### config.mk
export PLATFORM = sky130hd
export DESIGN_NAME = wb_arbiter
export DESIGN_NICKNAME = d
export VERILOG_FILES = /design/src/rtl/wb_arbiter_pkg.sv /design/src/rtl/wb_fifo.sv /design/src/rtl/wb_arbiter.sv
export SDC_FILE = /design/constraint.sdc
export NUM_CORES = 1
export LEC_CHECK = 0
export CELL_PAD_IN_SITES_DETAIL_PLACEMENT = 1
export CELL_PAD_IN_SITES_GLOBAL_PLACEMENT = 2
export CORE_UTILIZATION = 42
export DETAILED_ROUTE_END_ITERATION = 10
export PLACE_DENSITY = 0.95
export SLEW_MARGIN = 15
export SYNTH_ARGS = -nofsm -noshare
export SYNTH_HDL_FRONTEND = slang
export SYNTH_HIERARCHICAL = 1
export SYNTH_SLANG_ARGS = --single-unit
### constraint.sdc
create_clock -name clk -period 6.6 [get_ports clk]
set_clock_uncertainty 0.15 [all_clocks]
set_input_delay 1.32 -clock clk [delete_from_list [all_inputs] [get_ports clk]]
set_output_delay 1.32 -clock clk [all_outputs]
set_load 0.005 [all_outputs]
### src/rtl/wb_arbiter_pkg.sv
// Shared widths, constants and the write-back payload type for the wb_arbiter slice.
package wb_arbiter_pkg;

  localparam int unsigned RegAddrW = 5;
  localparam int unsigned DataW    = 32;

  localparam logic [DataW-1:0]    ZeroWord   = '0;
  localparam logic [RegAddrW-1:0] NOPRegAddr = '0;

  typedef struct packed {
    logic [RegAddrW-1:0] addr;
    logic [DataW-1:0]    data;
  } wb_entry_t;

endpackage

### src/rtl/wb_fifo.sv
// md result buffer: wrap-bit pointers, head read-out and per-entry address match
// vectors so the arbiter can answer busy queries against queued writes.
module wb_fifo
  import wb_arbiter_pkg::*;
#(
  parameter int unsigned DEPTH = 4
) (
  input  logic                clk,
  input  logic                rst,
  input  logic                push_i,
  input  wb_entry_t           push_entry_i,
  input  logic                pop_i,
  output wb_entry_t           head_o,
  output logic                full_o,
  output logic                empty_o,
  input  logic [RegAddrW-1:0] q_addr_1_i,
  input  logic [RegAddrW-1:0] q_addr_2_i,
  output logic [DEPTH-1:0]    match_1_o,
  output logic [DEPTH-1:0]    match_2_o
);

  localparam int unsigned IdxW = $clog2(DEPTH);
  localparam int unsigned PtrW = IdxW + 1;

  logic [PtrW-1:0] wr_ptr_q, wr_ptr_d;
  logic [PtrW-1:0] rd_ptr_q, rd_ptr_d;
  logic [PtrW-1:0] count;
  logic            do_push, do_pop;
  wb_entry_t       mem_q [DEPTH];

  assign count   = wr_ptr_q - rd_ptr_q;
  assign empty_o = (wr_ptr_q == rd_ptr_q);
  assign full_o  = (wr_ptr_q[IdxW-1:0] == rd_ptr_q[IdxW-1:0]) &&
                   (wr_ptr_q[IdxW] != rd_ptr_q[IdxW]);
  assign head_o  = mem_q[rd_ptr_q[IdxW-1:0]];
  assign do_push = push_i && !full_o;
  assign do_pop  = pop_i && !empty_o;

  always_comb begin
    wr_ptr_d = wr_ptr_q;
    rd_ptr_d = rd_ptr_q;
    if (do_push) wr_ptr_d = wr_ptr_q + PtrW'(1);
    if (do_pop)  rd_ptr_d = rd_ptr_q + PtrW'(1);
  end

  always_ff @(posedge clk) begin
    if (rst) begin
      wr_ptr_q <= '0;
      rd_ptr_q <= '0;
    end else begin
      wr_ptr_q <= wr_ptr_d;
      rd_ptr_q <= rd_ptr_d;
    end
  end

  always_ff @(posedge clk) begin
    if (do_push) mem_q[wr_ptr_q[IdxW-1:0]] <= push_entry_i;
  end

  // An entry is live when its distance from the read index is below the count.
  for (genvar g = 0; g < DEPTH; g++) begin : g_match
    logic [IdxW-1:0] offs;
    logic            live;
    assign offs         = IdxW'(g) - rd_ptr_q[IdxW-1:0];
    assign live         = ({1'b0, offs} < count);
    assign match_1_o[g] = live && (mem_q[g].addr == q_addr_1_i);
    assign match_2_o[g] = live && (mem_q[g].addr == q_addr_2_i);
  end

endmodule

### src/rtl/wb_arbiter.sv
// Register-file write-back arbiter: pipeline has priority, md results queue in
// wb_fifo, a starvation counter forces drain stalls. WB_BYPASS_EN enables md bypass.
module wb_arbiter
  import wb_arbiter_pkg::*;
#(
  parameter int unsigned FIFO_DEPTH   = 4,
  parameter int unsigned STARVE_LIMIT = 3
) (
  input  logic                clk,
  input  logic                rst,
  input  logic                pipe_we,
  input  logic [RegAddrW-1:0] pipe_write_reg,
  input  logic [DataW-1:0]    pipe_write_data,
  output logic                pipe_stall,
  input  logic                md_valid,
  output logic                md_ready,
  input  logic [RegAddrW-1:0] md_write_reg,
  input  logic [DataW-1:0]    md_write_data,
  input  logic [RegAddrW-1:0] q_addr_1,
  input  logic [RegAddrW-1:0] q_addr_2,
  output logic                q_busy_1,
  output logic                q_busy_2,
  output logic                wb_we,
  output logic [RegAddrW-1:0] wb_write_reg,
  output logic [DataW-1:0]    wb_write_data
);

  localparam int unsigned CntW = $clog2(STARVE_LIMIT + 1);

  logic [CntW-1:0]       starve_q, starve_d;
  logic                  wb_we_q, wb_we_d;
  wb_entry_t             wb_q, wb_d;
  wb_entry_t             head, md_entry;
  logic                  fifo_full, fifo_empty;
  logic                  push, pop, pipe_take, md_fire, bypass;
  logic [FIFO_DEPTH-1:0] match_1, match_2;

  assign md_entry   = '{addr: md_write_reg, data: md_write_data};
  assign md_ready   = !fifo_full;
  assign md_fire    = md_valid && md_ready && (md_write_reg != NOPRegAddr);
  assign pipe_stall = (starve_q == CntW'(STARVE_LIMIT));
  assign pipe_take  = !pipe_stall && pipe_we && (pipe_write_reg != NOPRegAddr);
  assign pop        = !fifo_empty && (pipe_stall || !pipe_take);

`ifdef WB_BYPASS_EN
  assign bypass = fifo_empty && !pipe_stall && !pipe_take && md_fire;
`else
  assign bypass = 1'b0;
`endif

  assign push = md_fire && !bypass;

  wb_fifo #(.DEPTH(FIFO_DEPTH)) u_fifo (
    .clk          (clk),
    .rst          (rst),
    .push_i       (push),
    .push_entry_i (md_entry),
    .pop_i        (pop),
    .head_o       (head),
    .full_o       (fifo_full),
    .empty_o      (fifo_empty),
    .q_addr_1_i   (q_addr_1),
    .q_addr_2_i   (q_addr_2),
    .match_1_o    (match_1),
    .match_2_o    (match_2)
  );

  // Source select for the write port; address/data hold when nothing is written.
  always_comb begin
    wb_we_d  = 1'b0;
    wb_d     = wb_q;
    starve_d = '0;
    if (pop) begin
      wb_we_d = 1'b1;
      wb_d    = head;
    end else begin
      if (!fifo_empty) starve_d = starve_q + CntW'(1);
      if (pipe_take) begin
        wb_we_d = 1'b1;
        wb_d    = '{addr: pipe_write_reg, data: pipe_write_data};
      end else if (bypass) begin
        wb_we_d = 1'b1;
        wb_d    = md_entry;
      end
    end
  end

  always_ff @(posedge clk) begin
    if (rst) begin
      wb_we_q  <= 1'b0;
      wb_q     <= '{addr: NOPRegAddr, data: ZeroWord};
      starve_q <= '0;
    end else begin
      wb_we_q  <= wb_we_d;
      wb_q     <= wb_d;
      starve_q <= starve_d;
    end
  end

  assign q_busy_1 = (q_addr_1 != NOPRegAddr) &&
                    ((|match_1) || (md_fire && (md_write_reg == q_addr_1)));
  assign q_busy_2 = (q_addr_2 != NOPRegAddr) &&
                    ((|match_2) || (md_fire && (md_write_reg == q_addr_2)));

  assign wb_we         = wb_we_q;
  assign wb_write_reg  = wb_q.addr;
  assign wb_write_data = wb_q.data;

endmodule
After elaboration in Yosys (flattened, before gate mapping). Memories as Yosys holds them, arrays and structs flattened. A register that Yosys moved wholly into a read port is not among the register bits. Index checks and enable logic that the tools add are counted.

Flip-flop bits (word level): 46. RAM bits: 148. Input bits: 88. Output and inout bits: 42. Logic and storage cells: 76. Memories kept: 1.

Memories: u_fifo.mem_q (depth 4, width 37, rd ports 5, clocked after Yosys merged registers in 1, wr ports 1, RTL line wb_fifo.sv:29) `wb_entry_t mem_q [DEPTH];`.

$add $sub $neg: 8. Order comparisons: 4. Equal/unequal tests: 14. Multiplexer cells: 8. Reduce and logical (&&, ||, !) cells: 35.

Operators by type and width (count): $mux 37 (2); $eq 5x5->1 (10); $logic_and 1x1->1 (20); $reduce_bool 5->1 (4); $lt 2x3->1 (4); $reduce_or 4->1 (2); $add 3x1->3 const B (2); $logic_not 1->1 (4); $mux 1 (4); $mux 2 (2); $sub 1x2->2 const A (2); $sub 2x2->2 const A (2); $eq 3x3->1 (1); $logic_or 1x1->1 (3); $reduce_or 3->1 (1); $sub 3x3->3 (1); $add 2x1->2 const B (1); $eq 2x2->1 (1); $eq 2x2->1 const B (1); $reduce_bool 2->1 (1); $ne 1x1->1 (1).

Longest topological paths before layout.
Depth in word-level cells: 10. Depth in mapped cells: 11. Depth with buffers taken out: 11.

By module. The synthesis kept the hierarchy.

Modules (own cells, without submodules): wb_fifo (instances 1, cells an instance 332, area an instance 6500.0 um^2, sequential area each 4604.4 um^2); wb_arbiter (instances 1, cells an instance 201, area an instance 2001.9 um^2, sequential area each 800.8 um^2).

Worst setup path before layout. OpenSTA, ideal clock, no wires.

Path type: register -> output. Start: register u_fifo.wr_ptr_q[0]. End: output port q_busy_2. Arrival time: 2.202 ns. Data required time: 5.130 ns. Path slack: 2.928 ns. Cell stages (with the launch flop): 12. Buffers on the path: 0. Cell sequence: dfxtp_1 inv_1 ha_1 inv_1 fa_1 inv_1 ha_1 o21ba_2 nor2_1 nor4_1 nor4_1 o21ai_0.

Elaborated cells between the ends (all ways): 18. Classes of those cells: add/sub (1); order compare (4); eq/ne (1); reduce/logical (12).

RTL lines: from (decl) (RTL line wb_fifo.sv:25) `logic [PtrW-1:0] wr_ptr_q, wr_ptr_d;`; from (signal assigned) (RTL line wb_fifo.sv:51) `wr_ptr_q <= wr_ptr_d;`; $sub 3x3->3 (RTL line wb_fifo.sv:31) `assign count = wr_ptr_q - rd_ptr_q;`; $lt 2x3->1 (RTL line wb_fifo.sv:65) `assign live = ({1'b0, offs} < count);`; $logic_and 1x1->1 (RTL line wb_fifo.sv:67) `assign match_2_o[g] = live && (mem_q[g].addr == q_addr_2_i);`; via match_2[1] (RTL line wb_arbiter.sv:36) `logic [FIFO_DEPTH-1:0] match_1, match_2;`; $reduce_or 4->1 (RTL line wb_arbiter.sv:103) `((|match_2) || (md_fire && (md_write_reg == q_addr_2)));`; $logic_or 1x1->1 (RTL line wb_arbiter.sv:103); $logic_and 1x1->1 (RTL line wb_arbiter.sv:102) `assign q_busy_2 = (q_addr_2 != NOPRegAddr) &&`; to (decl) (RTL line wb_arbiter.sv:22) `output logic q_busy_2,`.

The timed path passes the listed nets, and every way through them passes these cells.

Final worst setup path. Ends and elaborated chain as after synthesis.

==> out/metrics.yaml <==
crit_required_ns: 5.13
critPathKind: "flip-flop to primary output"
instances_no_fill: 929
max_freq_mhz: 193
rsz0062_at_grt: "false"
cap_viol_max_count: 0
place_congestion: 0.813
p_leak_nw: 3.61
drv_slew: 0
num_vias: 5007
diodes: 0
synthTopCellsByArea: "edfxtp_1 52%, dfxtp_1 11%, mux4_2 9.8%"
yosys_warnings: 6
dpl.hpwl_mm: 13.1
clock-root-buffer: "clkbuf_16"
grt_use_total: 0.199
cp_cell_sequence: "inv_1 > ha_1 > inv_1 > fa_1 > inv_1 > ha_1 > o21ba_2 > nor2_1 > nor4_1 > nor4_1 > o21ai_0 > clkdlybuf4s50_1"
routed_via_density: 5.39
nFillCells: 1914
synth_cell_type_count: 47
slowest_delay_ns: 0.48
grt_pass1_wl_mm: 30.0
clock-sinks: 196
antenna_found_initial: 1
largest_reg_flops: 148
cpMaxStageDelayCell: "clkdlybuf4s50_1"
die_area_um2: 20800
cts_made_buffers: 17
grt_pass1_vias: 5324
ioPinCount: 130
outcome: "finished clean"
yosysTopAreaCell: "edfxtp_1"
io_buffers: 129
synth_area_um2: 8500
syn_nets: 637
final_cell_mix: "148 x edfxtp_1, 128 x clkdlybuf4s50_1, 46 x dfxtp_1, 45 x nor2_1, 37 x mux4_2"
cts_resized: 0
core_area_um2: 19700
die_h_um: 144
die_x_um: 144
finalSetupTns_ns: 0
final_common_cell: "edfxtp_1"
maxSlewHeadroom: 0.237
row_count: 51
synth_top_area_share: 0.523
initial_core_util: 0.433
finalCritPeriodShare: 0.784
post_cts_buffers: 0
grt_max_degree: 53
drive_above_1_share: 0.148
nNetsFinal: 755
cts.path.max_buffers: 2
peakVddDrop_mv: 0.188
critPathArrivalTime_ns: 3.71
hold_path.class: "flip-flop to flip-flop"
start_kind: "flip-flop"
ys_ff_latch: 196
worstPathMaxFanout: 5
cts.htree.levels: 4
hold_viol: 0
areaGrowthSynthToFinish_pct: 24.4
ys_seq_area_frac: 0.636
drt_iter0_markers: 220
p_per_area_nw_per_um2: 290
clk-insertion-delay-late_ns: 0.43
wl_per_cell_um: 21.1
avgSynthCellArea_um2: 16.0
cp-end-kind: "primary output"
clk_pin_slew_ns: 0.07
gr-total-overflow: 0
cts_hold_buf: 0
cts_tree: "done"
drt_wl_total_mm: 19.6
finalSetupViolations: 0
tightest_slew_ns: 1.14
period_needed_ns: 5.18
firstDrtPassIters: 5
ant_nets: 0
placed_cells: 897
syn_inst: 533
crit_top_cell: "inv_1"
drc: 0
per-layer routing:
| layer | global-route usage | up-vias | part of all wire |
|---|---|---|---|
| li1 | - | 2297 | - |
| met1 | 0.259 | 2564 | 0.44 |
| met2 | 0.335 | 117 | 0.50 |
| met3 | 0.0334 | 27 | 0.037 |
| met4 | 0.0731 | 2 | 0.017 |
| met5 | 0 | - | 0.00087 |
final timing paths:
check | startpoint | end | slack, ns | depth (start not counted)
worst min register to register | starve_q[0]$_SDFF_PP0_ | starve_q[0]$_SDFF_PP0_ | 0.28 | 1
worst max-delay path | u_fifo/wr_ptr_q[0]$_SDFFE_PP0P_ | q_busy_2 | 1.42 | 12
worst min-delay path | starve_q[0]$_SDFF_PP0_ | starve_q[0]$_SDFF_PP0_ | 0.28 | 1
worst max register to register | u_fifo/wr_ptr_q[0]$_SDFFE_PP0P_ | u_fifo/mem_q[1][25]$_DFFE_PP_ | 3.04 | 8
final cells by class:
class                           count  area [µm²]  area share
Inverter                           14        52.6     0.00497
Clock buffer                       19         443      0.0419
Clock inverter                     13         173      0.0163
Multi-Input combinational cell    290        2860       0.270
Sequential cell                   196        5410       0.511
Tap cell                          265         332      0.0313
Timing Repair Buffer              132        1310       0.124
metrics by stage:
stage | power, mW | setup WS (ns) | instance area (µm²) | util | hold WS, ns
floorplan | 1.80 | 2.93 | 8500 | - | 0.257
global placement | 2.00 | 1.84 | 9960 | 0.507 | 0.268
detailed placement | 2.02 | 1.79 | 9960 | 0.507 | 0.279
CTS | 3.10 | 1.44 | 10600 | 0.538 | 0.290
global route | 3.18 | 1.25 | 10600 | 0.538 | 0.310
finish | 3.07 | 1.42 | 10600 | 0.538 | 0.280
report_power, final:
group	total [mW]	internal [mW]	switching, mW	leakage (nW)
clock network	1.08	0.614	0.463	0.293
registers	1.46	1.42	0.0486	1.76
logic	0.528	0.271	0.257	1.56
critical path, delay by kind of cell, from the launching register on:
| family | cells | cell delay [ns] |
|---|---|---|
| AO/OA/AOI/OAI | 2 | 0.36 |
| adder cells (fa/ha/maj) | 3 | 0.89 |
| buffers and inverters | 4 | 0.86 |
| flip-flops | 1 | 0.41 |
| AND/OR/NAND/NOR | 3 | 0.75 |
Yosys cell counts, drive strengths merged:
cell,instances
nor2,46
mux2i,35
a22oi,2
nand4,2
clkbuf,12
inv,14
and2b,1
nor4b,1
nor2b,1
o21ai,3
xnor2,29
or3,1
o21ba,1
a21oi,4
nor3,2
or4,3
fa,1
xnor3,1
ha,15
a211oi,37
nand3,8
nor4,11
mux4,37
o31ai,2
and2,4
buf,21
dfxtp,48
xor2,23
edfxtp,148
o2111ai,2
o21a,4
a311o,2
nand2b,3
o311a,1
nor4bb,1
and4bb,1
mux2,5
nand2,1
cells by family after synthesis:
group,after synthesis,share of synthesized area
AO/OA/AOI/OAI,58,0.0574
XOR/XNOR,53,0.0564
adder cells (fa/ha/maj),16,0.0244
buffers and inverters,47,0.0293
flip-flops,196,0.636
multiplexers,77,0.146
AND/OR/NAND/NOR,86,0.0505
Note: power is estimated with default switching activity, not from simulation.
